### config.mk
export PLATFORM = sky130hd
export DESIGN_NAME = flop_skid_flat
export DESIGN_NICKNAME = d
export VERILOG_FILES = /design/src/rtl/flop_pkg.sv /design/src/rtl/flop_skid_if.sv /design/src/rtl/flop_en.sv /design/src/rtl/flop_skid.sv /design/src/flat_wrapper.sv
export SDC_FILE = /design/constraint.sdc
export NUM_CORES = 1
export LEC_CHECK = 0
export ABC_AREA = 0
export CAP_MARGIN = 5
export CORE_UTILIZATION = 47
export DETAILED_ROUTE_END_ITERATION = 8
export PLACE_DENSITY = 0.8
export SLEW_MARGIN = 0
export SYNTH_ARGS = -nofsm -noshare
export SYNTH_HDL_FRONTEND = slang
export SYNTH_HIERARCHICAL = 1
export SYNTH_SLANG_ARGS = --single-unit
### constraint.sdc
create_clock -name clk -period 2 [get_ports clk]
set_input_delay 0.4 -clock clk [delete_from_list [all_inputs] [get_ports clk]]
set_output_delay 0.4 -clock clk [all_outputs]
set_load 0.02 [all_outputs]
### src/rtl/flop_pkg.sv
// Shared types for the elastic skid register.
// Occupancy states of the two-entry main/skid buffer.
package flop_pkg;

    typedef enum logic [1:0] {
        EMPTY = 2'b00,
        BUSY  = 2'b01,
        FULL  = 2'b10
    } skid_state_t;

endpackage

### src/rtl/flop_skid_if.sv
// Valid/ready bundle for flop_skid: producer side (in) and consumer side (out).
// master drives words in and takes them out; slave is the skid register.
interface flop_skid_if #(
    parameter int NN = 16
);

    logic          in_valid;
    logic          in_ready;
    logic [NN-1:0] in;
    logic          out_valid;
    logic          out_ready;
    logic [NN-1:0] out;

    modport master (
        output in_valid,
        output in,
        output out_ready,
        input  in_ready,
        input  out_valid,
        input  out
    );

    modport slave (
        input  in_valid,
        input  in,
        input  out_ready,
        output in_ready,
        output out_valid,
        output out
    );

endinterface

### src/rtl/flop_en.sv
// NN-bit load-enable register with asynchronous active-low clear.
// Used for both the main and the skid slot of flop_skid.
module flop_en #(
    parameter int NN = 16
) (
    input  logic          clk,
    input  logic          reset_n,
    input  logic          en,
    input  logic [NN-1:0] d,
    output logic [NN-1:0] q
);

    always_ff @(posedge clk or negedge reset_n) begin
        if (!reset_n) begin
            q <= '0;
        end else if (en) begin
            q <= d;
        end
    end

endmodule

### src/rtl/flop_skid.sv
// Two-entry elastic pipeline register (main + skid), full throughput.
// Optional stall counter: define FLOP_SKID_STALL_CNT_EN to enable it.
module flop_skid
    import flop_pkg::*;
#(
    parameter int NN       = 16,
    parameter int STALL_CW = 16
) (
    input  logic                clk,
    input  logic                reset_n,
    input  logic                flush,
    flop_skid_if.slave          bus,
    output logic [STALL_CW-1:0] stall_count
);

    skid_state_t   state;
    logic          ready_q;
    logic          in_fire;
    logic          out_fire;
    logic          main_en;
    logic          skid_en;
    logic [NN-1:0] main_d;
    logic [NN-1:0] main_q;
    logic [NN-1:0] skid_q;

    // in_ready is a pure function of registered state, never of out_ready.
    assign bus.out_valid = (state != EMPTY);
    assign bus.in_ready  = reset_n & ready_q & (state != FULL);
    assign bus.out       = main_q;

    assign in_fire  = bus.in_valid & bus.in_ready;
    assign out_fire = bus.out_valid & bus.out_ready;

    always_comb begin
        main_en = 1'b0;
        skid_en = 1'b0;
        main_d  = bus.in;
        if (!flush) begin
            unique case (1'b1)
                state == EMPTY: begin
                    main_en = in_fire;
                end
                state == BUSY: begin
                    main_en = in_fire & out_fire;
                    skid_en = in_fire & ~out_fire;
                end
                state == FULL: begin
                    main_en = out_fire;
                    main_d  = skid_q;
                end
                default: ;
            endcase
        end
    end

    always_ff @(posedge clk or negedge reset_n) begin
        if (!reset_n) begin
            state   <= EMPTY;
            ready_q <= 1'b0;
        end else begin
            ready_q <= 1'b1;
            if (flush) begin
                state <= EMPTY;
            end else begin
                case (state)
                    EMPTY: if (in_fire) state <= BUSY;
                    BUSY: begin
                        if (in_fire && !out_fire) begin
                            state <= FULL;
                        end else if (out_fire && !in_fire) begin
                            state <= EMPTY;
                        end
                    end
                    FULL:    if (out_fire) state <= BUSY;
                    default: state <= EMPTY;
                endcase
            end
        end
    end

    flop_en #(.NN(NN)) u_main (
        .clk     (clk),
        .reset_n (reset_n),
        .en      (main_en),
        .d       (main_d),
        .q       (main_q)
    );

    flop_en #(.NN(NN)) u_skid (
        .clk     (clk),
        .reset_n (reset_n),
        .en      (skid_en),
        .d       (bus.in),
        .q       (skid_q)
    );

`ifdef FLOP_SKID_STALL_CNT_EN
    logic [STALL_CW-1:0] cnt;

    always_ff @(posedge clk or negedge reset_n) begin
        if (!reset_n) begin
            cnt <= '0;
        end else if (flush) begin
            cnt <= '0;
        end else if (bus.out_valid && !bus.out_ready && (cnt != '1)) begin
            cnt <= cnt + 1'b1;
        end
    end

    assign stall_count = cnt;
`else
    assign stall_count = '0;
`endif

endmodule

### src/flat_wrapper.sv
// flat-port wrapper written by rule: the top's interface ports become plain ports
module flop_skid_flat import flop_pkg::*;
#(
    parameter int NN       = 16,
    parameter int STALL_CW = 16
)
  (clk, reset_n, flush, stall_count, bus_in_valid, bus_in, bus_out_ready, bus_in_ready, bus_out_valid, bus_out);
  flop_skid_if #(.NN(NN)) bus_i ();
  input  logic clk;
  input  logic reset_n;
  input  logic flush;
  output logic [STALL_CW-1:0] stall_count;
  input wire logic [$bits(bus_i.in_valid)-1:0] bus_in_valid;
  input wire logic [$bits(bus_i.in)-1:0] bus_in;
  input wire logic [$bits(bus_i.out_ready)-1:0] bus_out_ready;
  output wire logic [$bits(bus_i.in_ready)-1:0] bus_in_ready;
  output wire logic [$bits(bus_i.out_valid)-1:0] bus_out_valid;
  output wire logic [$bits(bus_i.out)-1:0] bus_out;
  assign bus_i.in_valid = bus_in_valid;
  assign bus_i.in = bus_in;
  assign bus_i.out_ready = bus_out_ready;
  assign bus_in_ready = bus_i.in_ready;
  assign bus_out_valid = bus_i.out_valid;
  assign bus_out = bus_i.out;
  flop_skid #(.NN(NN), .STALL_CW(STALL_CW)) u_core (.clk(clk), .reset_n(reset_n), .flush(flush), .bus(bus_i), .stall_count(stall_count));
endmodule
Word level (Yosys, flattened, before mapping)
Cells that the tools add are included.

Register bits after elaboration: 35. Output and inout bits: 34.

Equal/unequal tests: 6. Muxes and demuxes: 12. Bitwise gates (word level): 7. Reduce and logical (&&, ||, !) cells: 7.

Operators with widths (count): $mux W16 (2); $mux W2 (5); $and A1 B1 Y1 (6); $ne A3 B2 Y1 const B (2); $pmux W2 S3 (1); $ne A4 B4 Y1 const B (1); $mux W1 (3); $pmux W1 S3 (1); $reduce_and A3 Y1 (1); $eq A2 B1 Y1 const B (1); $eq A2 B2 Y1 const B (1); $logic_and A1 B1 Y1 (2); $logic_not A1 Y1 (2); $logic_not A2 Y1 (1); $ne A2 B2 Y1 const B (1); $reduce_bool A2 Y1 (1); $not A1 Y1 (1).

Logic depth before layout (Yosys ltp)
Word-level depth: 9. Gate-level depth with buffers: 9. Mapped depth without buffers: 7.

Modules after synthesis
Netlist, hierarchy kept.

By module, submodules not included: flop_en (instances 2, cells each 34, area an instance 649.4 µm²); flop_skid (instances 1, cells each 59, area an instance 539.3 µm²).

Least setup slack after synthesis
OpenSTA, ideal clock, no wires.

Path type: reg-to-reg. Start: reg u_core.state[0]. End: reg u_core.u_main.q[10]. Library setup time: 0.125 ns. Data arrival time: 1.812 ns. Setup slack: 0.063 ns. Stages on the path, launching flop included: 10. Period minus slack after synthesis: 1.937 ns. Cells stage by stage: dfrtp_1 -> or2_2 -> nand2_1 -> inv_1 -> ha_1 -> nand3b_1 -> a31oi_1 -> buf_6 -> buf_12 -> mux2_4.

Elaborated cells between the ends (all ways): 13.

RTL lines: start, declared (line flop_skid.sv:16) `skid_state_t state;`; start signal, assigned (line flop_skid.sv:58) `state <= EMPTY;`; start signal, assigned (line flop_skid.sv:63) `state <= EMPTY;`; start signal, assigned (line flop_skid.sv:66) `EMPTY: if (in_fire) state <= BUSY;`; $reduce_bool A2 Y1 (*) (line flop_skid.sv:27) `assign bus.out_valid = (state != EMPTY);`; named net bus_out_valid (line flat_wrapper.sv:17) `output wire logic [$bits(bus_i.out_valid)-1:0] bus_out_valid;`; $and A1 B1 Y1 (*) (line flop_skid.sv:32) `assign out_fire = bus.out_valid & bus.out_ready;`; $and A1 B1 Y1 (line flop_skid.sv:44) `main_en = in_fire & out_fire;`; $pmux W1 S3 (*) (line flop_skid.sv:39) `unique case (1'b1)`; $mux W1 (*) (line flop_skid.sv:38) `if (!flush) begin`; named net u_core.main_en (line flop_skid.sv:20) `logic main_en;`; end signal, assigned (line flop_en.sv:15) `q <= '0;`; end signal, assigned (line flop_en.sv:17) `q <= d;`; end, declared (line flop_en.sv:10) `output logic [NN-1:0] q`.

The timed path passes the listed nets; every way through them passes the cells marked *. A chain may end at the register's enable or synchronous reset.

Final worst setup path
Start: reg u_core.state[1]. End: reg u_core.u_main.q[7].

Longest elaborated chain between the ends: 6. Elaborated cells between the ends (all ways): 13.

Ends and longest elaborated chain: $ne A2 B2 Y1 (line flop_skid.sv:28) `assign bus.in_ready = reset_n & ready_q & (state != FULL);`; $and A1 B1 Y1 (line flop_skid.sv:28); $and A1 B1 Y1 (line flop_skid.sv:31) `assign in_fire = bus.in_valid & bus.in_ready;`; $and A1 B1 Y1 (line flop_skid.sv:44); $pmux W1 S3 (*) (line flop_skid.sv:39); $mux W1 (*) (line flop_skid.sv:38); named net u_core.main_en (line flop_skid.sv:20).

Marked as above.

==> impl_results.md <==
* Critical Path End: u_core/u_main/q[7]$_DFFE_PN0P_
* Hold Path Class: primary input to asynchronous set/reset pin
* Top FF cell, synth: dfrtp_1
* ANT cells at 0
* Worst vdd ir at 0.518 mV
* Post-synth EDFFs at 0
* HPWL Detailed at 2.36 mm
* Synth warn at 6
* Vias post-DR at 1124
* Ports at 55
* Largest net degree at the start of global routing at 35
* Fin worst setup slack at 0.0702 ns
* CTS HTree Levels at 2
* Register area share after synthesis at 47.7%
* Area of the multi-input gates at 847 um2
* Reg-to-Reg Start: u_core/state[1]$_DFFE_PN0P_
* Die area at 4160 um2
* Crit path time final at 1.93 ns
* Crit start category: register
* Post-Syn Area at 1840 um2
* Area grow syn2layout at 32.2%
* DRT Pass-1 Iters at 4
* Slew Viols, Final at 0
* Cell Pwr Density at 835 nW/um2
* Global-route wire length before repair at 5.74 mm
* WP data required at 2.17 ns
* GRT Util Overall at 19.0%
* Post-route ant nets at 0
* Synthesized instance count at 127
* Vias in the first global route at 1162
* Yosys reg bits at 35
* CP Capture Type: register
* Detailed-route DRC error count at 0
* Clock Sinks at 35
* Hold_ws at 0.210 ns
* Worst-skew pair later-pin latency at 0.29 ns
* Initial drt markers at 41
* # rows at 22
* Worst clock skew at 0.00375 ns
* Max Cap Violations at 0
* Fillers at 284
* Port Buffer Count at 38
* Status: finished, final reports clean
* Avg Vias per Cell at 4.89
* Post-Route WL at 3.60 mm
* RSZ-0062 raised after global routing: no
* CTS Buf Count at 5
* R2R Setup Slk at 0.07 ns
* Gp weighted congestion at 0.762
* Die H at 64.5 um
* Initial antenna violation count at 0
* Pleak at 1.11 nW
* Worst setup path startpoint: u_core/state[1]$_DFFE_PN0P_
* Fraction of layout cells with a size suffix above 1 at 44.5%
* Initial Util at 49.5%
* Fin. Hold Viols at 0
* Core Area at 3720 um2
* Worst R2R End: u_core/u_main/q[7]$_DFFE_PN0P_
* Total grt overflow at 0
* Worst Path Arrival at 2.10 ns
* Final net count at 204
* Crit-path max FO at 8
* Die W at 64.5 um
* Crit Path Class: register to register
* Synth top area share at 47.7%
* Largest cells by area after synthesis: dfrtp_1, mux2_2, mux2_4, buf_4, buf_12
* Post-synth top area cell: dfrtp_1
* F_max at 0.518 GHz
* Longest Clk Path Bufs at 2
* Sequential Area at 878 um2
* Worst Reg-to-Reg Cells at 8
* CTS Root Cell: clkbuf_8
* Yosys cell types at 21
* Drt wl/cell at 15.6 um
* Avg Cell Area, Syn at 14.5 um2
* CTS tree: yes
* Clk slew on worst S/H paths at 0.07 ns
* Count of final setup violators at 0
* Setup WS pre-CTS at -0.310 ns
* Period utilisation layout at 96.5%
* FFs w/ async S/R, synth at 100%
-- cell type report --
type | count | share of cell area (%)
sequential | 35 | 36.1
timing repair buffer | 53 | 21.9
tap | 48 | 2.47
clock buffer | 7 | 3.96
clock inverter | 1 | 0.309
multi-input combinational | 84 | 34.9
inverter | 2 | 0.309
-- cell usage in the layout (no fill, tap or decap), drive strengths merged, types with 3 or more instances in the layout --
cell,n
buf,14
dfrtp,35
mux2,48
conb,17
clkdlybuf4s50,34
nand2,3
clkbuf,8
-- what timing repair did --
item                                    CTS  global route
hold buffers                              1             0
resized for setup                         3             7
pin swaps                                 0             2
endpoints found under the setup margin    3            17
hold endpoints to repair                  1             0
setup buffers                             0             4
cloned                                    0             1
-- synth_stat cells, drive strengths merged (2+ instances only) --
| cell type | number |
|---|---|
| a31oi | 2 |
| buf | 21 |
| conb | 2 |
| dfrtp | 35 |
| ha | 2 |
| inv | 2 |
| mux2 | 48 |
| nand2 | 3 |
| nand3b | 2 |
| nor2 | 2 |
-- metal layers --
layer	vias to the layer above	share of wire, %	GRT usage [%]
li1	511	-	-
met1	570	45	23.3
met2	39	49	30.8
met3	4	5.5	6.69
met4	0	1.1	6.67
met5	-	0	0
-- kinds of logic (layout without fill, tap and decap cells) --
kind of cell	count (synthesis)	in the layout	share of synthesized area [%]
AOI/OAI and AO/OA	3	3	0.953
adders and majority gates	2	2	1.36
buffers and inverters	23	63	11.0
DFF	35	35	47.7
muxes	48	48	33.5
other	2	17	0.409
and+or+nand+nor	14	14	5.17
-- power by group --
part	internal (mW)	switching [mW]	leakage, nW
registers	0.828	0.0721	0.444
logic	0.324	0.238	0.617
clock network	0.313	0.253	0.0505
total	1.47	0.563	1.11
-- registers in the layout (all words and copies together), names as in the netlist --
register         flops
u_core/ready_q       1
u_core/state         2
u_core/u_main/q     16
u_core/u_skid/q     16
-- how the worst min path moves through the flow --
stage / depth (start not counted) / end
4_1_cts: 2 / u_core/u_skid/q[4]$_DFFE_PN0P_
3_3_place_gp: 1 / u_core/ready_q$_DFF_PN0_
6_report: 2 / u_core/u_skid/q[4]$_DFFE_PN0P_
5_1_grt: 2 / u_core/u_skid/q[6]$_DFFE_PN0P_
2_1_floorplan: 0 / u_core/ready_q$_DFF_PN0_
3_5_place_dp: 1 / u_core/ready_q$_DFF_PN0_
-- critical path, cell delays in order, from the launching register on --
cell       delay (ns)
dfrtp_2          0.44
or2_2            0.32
nand2_2          0.09
inv_1            0.05
ha_1             0.17
nand3b_1         0.12
a31oi_4          0.13
clkbuf_16        0.19
mux2_4           0.30
-- per-stage QoR --
| step | cell area (um2) | power (mW) | instances | TNS (ns) | utilization, % |
|---|---|---|---|---|---|
| detailed placement | 2230 | 1.46 | 216 | -7.03 | 60.1 |
| floorplan | 1890 | 1.22 | 142 | 0 | - |
| finish | 2430 | 2.03 | 230 | 0 | 65.4 |
| global placement | 2230 | 1.44 | 216 | -5.03 | 60.1 |
| global route | 2430 | 2.13 | 230 | 0 | 65.4 |
| CTS | 2350 | 2.03 | 225 | 0 | 63.2 |
No activity file was read; power rests on OpenSTA's default activity.
